<file path="config.mk">
export PLATFORM = sky130hd
export DESIGN_NAME = eb_fifo
export DESIGN_NICKNAME = d
export VERILOG_FILES = /design/src/rtl/eb_pkg.sv /design/src/rtl/eb_regfile.sv /design/src/rtl/eb_fifo.sv
export SDC_FILE = /design/constraint.sdc
export NUM_CORES = 1
export LEC_CHECK = 0
export CAP_MARGIN = 40
export CORE_UTILIZATION = 47
export DETAILED_ROUTE_END_ITERATION = 10
export HOLD_SLACK_MARGIN = 0.1
export PLACE_DENSITY = 0.8
export SETUP_SLACK_MARGIN = 0.5
export SYNTH_ARGS = -nofsm -noshare
export SYNTH_HDL_FRONTEND = slang
export SYNTH_SLANG_ARGS = --single-unit
export TNS_END_PERCENT = 5
</file>
<file path="constraint.sdc">
create_clock -name clk -period 1.96 [get_ports clk]
set_input_delay 0.392 -clock clk [delete_from_list [all_inputs] [get_ports clk]]
set_output_delay 0.392 -clock clk [all_outputs]
set_load 0.01 [all_outputs]
</file>
<file path="src/rtl/eb_pkg.sv">
// Shared types and width helpers for the elastic-buffer FIFO.
// Occupancy classification plus pointer/level sizing used by eb_fifo.
package eb_pkg;

    typedef enum logic [1:0] {
        EMPTY,
        PARTIAL,
        FULL
    } occ_state_t;

    function automatic int ptr_width(input int depth);
        return (depth <= 2) ? 1 : $clog2(depth);
    endfunction

    // One extra bit so the level can represent DEPTH itself.
    function automatic int level_width(input int depth);
        return $clog2(depth) + 1;
    endfunction

endpackage

</file>
<file path="src/rtl/eb_regfile.sv">
// WIDTH x DEPTH flop storage with one synchronous write port and one
// asynchronous read port; contents are intentionally not reset.
module eb_regfile
    import eb_pkg::*;
#(
    parameter int WIDTH = 8,
    parameter int DEPTH = 4
) (
    input  logic                        clk,
    input  logic                        we,
    input  logic [ptr_width(DEPTH)-1:0] waddr,
    input  logic [WIDTH-1:0]            wdata,
    input  logic [ptr_width(DEPTH)-1:0] raddr,
    output logic [WIDTH-1:0]            rdata
);

    logic [WIDTH-1:0] mem [DEPTH];

    always_ff @(posedge clk) begin
        if (we) begin
            mem[waddr] <= wdata;
        end
    end

    assign rdata = mem[raddr];

endmodule

</file>
<file path="src/rtl/eb_fifo.sv">
// Elastic-buffer FIFO: registered-only ready/valid handshakes, occupancy
// tracked as a level counter with an EMPTY/PARTIAL/FULL classification.
module eb_fifo
    import eb_pkg::*;
#(
    parameter int WIDTH     = 8,
    parameter int DEPTH     = 4,
    parameter int AF_THRESH = DEPTH - 1
) (
    input  logic                   clk,
    input  logic                   reset_n,
    input  logic [WIDTH-1:0]       t0_data,
    input  logic                   t0_valid,
    output logic                   t0_ready,
    output logic [WIDTH-1:0]       i0_data,
    output logic                   i0_valid,
    input  logic                   i0_ready,
    input  logic                   flush,
    output logic [$clog2(DEPTH):0] level,
    output logic                   almost_full
);

    localparam int PTR_W = ptr_width(DEPTH);
    localparam int LVL_W = level_width(DEPTH);

    generate
        if (DEPTH < 2 || DEPTH > 256 || (DEPTH & (DEPTH - 1)) != 0) begin : g_bad_depth
            $error("eb_fifo: DEPTH must be a power of two in 2..256");
        end
        if (AF_THRESH < 1 || AF_THRESH > DEPTH) begin : g_bad_thresh
            $error("eb_fifo: AF_THRESH must be in 1..DEPTH");
        end
    endgenerate

    occ_state_t       state_q, state_d;
    logic [PTR_W-1:0] wr_ptr_q, wr_ptr_d;
    logic [PTR_W-1:0] rd_ptr_q, rd_ptr_d;
    logic [LVL_W-1:0] level_q, level_d;
    logic             push;
    logic             pop;

    // Handshake outputs come straight from the state register so neither
    // side ever sees a combinational path from the other.
    assign t0_ready    = (state_q != FULL);
    assign i0_valid    = (state_q != EMPTY);
    assign level       = level_q;
    assign almost_full = (level_q >= LVL_W'(AF_THRESH));

    assign push = t0_valid && t0_ready && !flush;
    assign pop  = i0_valid && i0_ready && !flush;

    always_comb begin
        state_d  = state_q;
        wr_ptr_d = wr_ptr_q;
        rd_ptr_d = rd_ptr_q;
        level_d  = level_q;
        if (flush) begin
            wr_ptr_d = '0;
            rd_ptr_d = '0;
            level_d  = '0;
        end else begin
            if (push) begin
                wr_ptr_d = wr_ptr_q + PTR_W'(1);
            end
            if (pop) begin
                rd_ptr_d = rd_ptr_q + PTR_W'(1);
            end
            case ({push, pop})
                2'b10:   level_d = level_q + LVL_W'(1);
                2'b01:   level_d = level_q - LVL_W'(1);
                default: level_d = level_q;
            endcase
        end
        if (level_d == '0) begin
            state_d = EMPTY;
        end else if (level_d == LVL_W'(DEPTH)) begin
            state_d = FULL;
        end else begin
            state_d = PARTIAL;
        end
    end

    always_ff @(posedge clk or negedge reset_n) begin
        if (!reset_n) begin
            state_q  <= EMPTY;
            wr_ptr_q <= '0;
            rd_ptr_q <= '0;
            level_q  <= '0;
        end else begin
            state_q  <= state_d;
            wr_ptr_q <= wr_ptr_d;
            rd_ptr_q <= rd_ptr_d;
            level_q  <= level_d;
        end
    end

    eb_regfile #(
        .WIDTH (WIDTH),
        .DEPTH (DEPTH)
    ) u_regfile (
        .clk   (clk),
        .we    (push),
        .waddr (wr_ptr_q),
        .wdata (t0_data),
        .raddr (rd_ptr_q),
        .rdata (i0_data)
    );

endmodule

</file>
==> impl_results.md <==
* Mapped Nets at 116
* Port bufs at 26
* Multi-input logic area at 538.0 µm²
* Root Buffer Master: clkbuf_4
* Post-Syn Area at between 1500 and 2000 µm²
* Commonest non-fill, non-tap cell in the layout: edfxtp_1
* Commonest cells after routing, fill and taps aside: edfxtp_1 (32), buf_6 (18), buf_4 (14), clkdlybuf4s50_1 (12), mux4_2 (8)
* Outcome: finished, violations left
* RSZ-0062 raised after global routing: true
* Fraction of layout cells with a size suffix above 1 at 48.37%
* Inserted Clock Buffers at 5
* Max-slew headroom at 71.28%
* YS warnings at 0
* Net Sw Frac at 23.54%
* # rows at 21
* Clk pwr share at between 30% and 40%
* Ant. Diodes at 0
* Reg clk slew, reported paths at 0.13 ns
* GRT Util Overall at between 10% and 20%
* Via/cell ratio at 5.095
* Horiz. Die Dim at 62.17 µm
* Synth Area in Compound Gates at between 3 and 4%
* XOR/XNOR share of the synthesized area at 2.059%
* Clk_skew at between 0.007 and 0.008 ns
* Routed length per instance at around 17 µm
* H-tree levels at 2
* Multiplexer share of the synthesized area at 11.18%
* Final Core Density at around 70%
* Sequential power share at 53.9%
* Area delta synth->final at 39.56%
* Reg area at around 1200 µm²
* Max-slew violation count at 0
* Die area at 3865 µm²
* Clk Latency, worst-skew pair at 0.36 ns
* Lkg Pwr at 0.9180 nW
* Power Density at 775.8 nW/µm²
* Power, Total at 1.842 mW
* Net Switching at roughly 430 µW
* First-pass GRT wire length at 5313 µm
* WP data arrival at 2.37 ns
* Via count at 1014
* P_int at 1.409 mW
* Total routed wirelength at 3345 µm
* CP max FO at 4
* Post-synthesis simple-gate area fraction at 6.176%
* Max-Cap Viols at 0
* Fin. Hold Viols at 0
* GRT overflow at 0
* Max Buffers Root-to-Sink at 2
* Crit path launch type: flop
* Post-synthesis adder-cell area fraction at 4.853%
* Die Ht at 62.17 µm
* CP Capture Type: flop
* Violated checks: negative setup slack
* Seq cells post-synth at 41
* Worst Path Required at 2.25 ns
* I/O pin count at 27
* Vias in the first global route at about 1200
* Peak supply drop at 0.0007072 V
* Setup violations, final at 3
* Fill cell count at 212
* Drt pass-1 iters at 4
* Routed Antenna Nets at 0
* Main combinational cell family by area after synthesis: multiplexers
* Drt drc at 0
* Nets@finish at 171
* Hold Path Class: in2async
* Post-DP HPWL at 2256 µm
* Core ar. at 3390 µm²
* CTS tree: done
* Slew of the pin with the lowest slew margin at 0.4295 ns
* TritonCTS Sinks at just over 40
* Drt first-iter violations at 33
* Distinct cells, synth at 27
* Comb pwr share at 15.9%
* Min Tclk post-route at around 2.1 ns
* Mean cell area of the mapped netlist at 17.54 µm²
* Tcrit/Tclk final at 106.0%
* Initial antenna violation count at 0
* Fin worst setup slack at -0.1180 ns
* Largest net degree at the start of global routing at 15
* Mapped Cells at 97
* Path type of the worst setup path: reg2reg
* Max Fclk at 481.2 MHz
* Global placer's final weighted congestion at 0.7653
* Initial Util at roughly half
* Sequential area share after synthesis at 69.71%
synth_stat cells (all sizes together):
cell | count | area [µm²]
a211oi | 1 | 12.51
a21o | 1 | 7.510
a21oi | 4 | 20.02
and2 | 4 | 25.02
buf | 2 | 12.51
clkbuf | 1 | 3.750
dfrtp | 9 | 225.2
edfxtp | 32 | 960.9
fa | 1 | 20.02
ha | 5 | 62.56
inv | 5 | 18.76
mux2i | 1 | 10.01
mux4 | 8 | 180.2
nand3 | 2 | 10.01
nor2 | 6 | 22.52
nor2b | 2 | 12.51
nor3 | 1 | 10.01
nor3b | 1 | 7.510
o211ai | 1 | 7.510
o21ai | 4 | 20.02
or2 | 1 | 6.260
or3 | 1 | 11.26
xnor2 | 1 | 8.760
xor2 | 3 | 26.28
final timing paths:
kind / slack, ns / cells past startpoint / from / to
max: -0.12 / 8 / state_q[1] / state_q[1]
min: 0.32 / 1 / reset_n / level[2]
max reg2reg: -0.12 / 8 / state_q[1] / state_q[1]
min reg2reg: 0.64 / 2 / wr_ptr_q[1] / wr_ptr_q[1]
max in group asynchronous: 1.31 / 1 / reset_n / state_q[0]
min in group clk: 0.49 / 4 / t0_valid / wr_ptr_q[1]
worst max-delay path, cell delays in order, from the launching register on:
cell,delay [ns]
dfrtp_1,0.43
nor2b_4,0.15
nor3_4,0.19
inv_2,0.07
ha_4,0.16
fa_2,0.35
xnor2_2,0.14
or3_4,0.33
a211oi_2,0.17
state kept, by name, indices dropped and copies added (netlist names):
register / flops
level: 3
state_q: 2
wr_ptr_q: 2
u_regfile.mem: 32
rd_ptr_q: 2
stage by stage:
stage	hold WS, ns	setup TNS, ns	area, µm²	std cells	setup slack (ns)
2_1_floorplan	0.09641	-0.1459	1715	97	-0.1109
3_3_place_gp	0.5740	-1.355	2178	186	-0.4698
3_5_place_dp	0.5998	-1.574	2178	186	-0.5177
4_1_cts	0.3267	-0.2259	2321	197	-0.1041
5_1_grt	0.3347	-0.9886	2375	199	-0.2320
6_report	0.3202	-0.2555	2375	199	-0.1180
power by group through the flow:
stage / clock network, mW / registers, mW / logic, mW
final: 0.557 / 0.993 / 0.293
after global routing: 0.607 / 0.997 / 0.314
after detailed placement: 0 / 1.01 / 0.257
after floorplan: 0 / 1.01 / 0.120
after global placement: 0 / 1.01 / 0.249
after CTS: 0.569 / 0.992 / 0.273
kinds of logic (layout without fill, tap and decap cells):
kind of cell	count (synthesis)	count (layout)
flip-flops	41	41
AND/OR/NAND/NOR	18	18
AO/OA/AOI/OAI	11	11
multiplexers	9	9
buffers and inverters	8	64
adder cells (fa/ha/maj)	6	6
XOR/XNOR	4	4
metal layers:
metal / part of all wire [%] / global-route usage [%]
met5: 0 / 0
met4: 2.3 / 10.76
met3: 3.7 / 5.515
met2: 56 / 34.75
met1: 38 / 19.92
final cells by class:
| type | instances | area share, % |
|---|---|---|
| well taps | 46 | 2.424 |
| clock inverters | 3 | 1.949 |
| clock buffers | 5 | 1.581 |
| flip-flops and latches | 41 | 50.05 |
| repair buffers | 51 | 20.44 |
| inverters | 5 | 0.8957 |
| multi-input cells | 48 | 22.66 |
what timing repair did:
action / CTS / global route
gates resized for setup: 70 / 15
pin swaps: 8 / 3
hold buffers: 0 / 0
buffers inserted: 3 / 2
endpoints found under the setup margin: 51 / 50
Power figures use the tool's default switching activity.
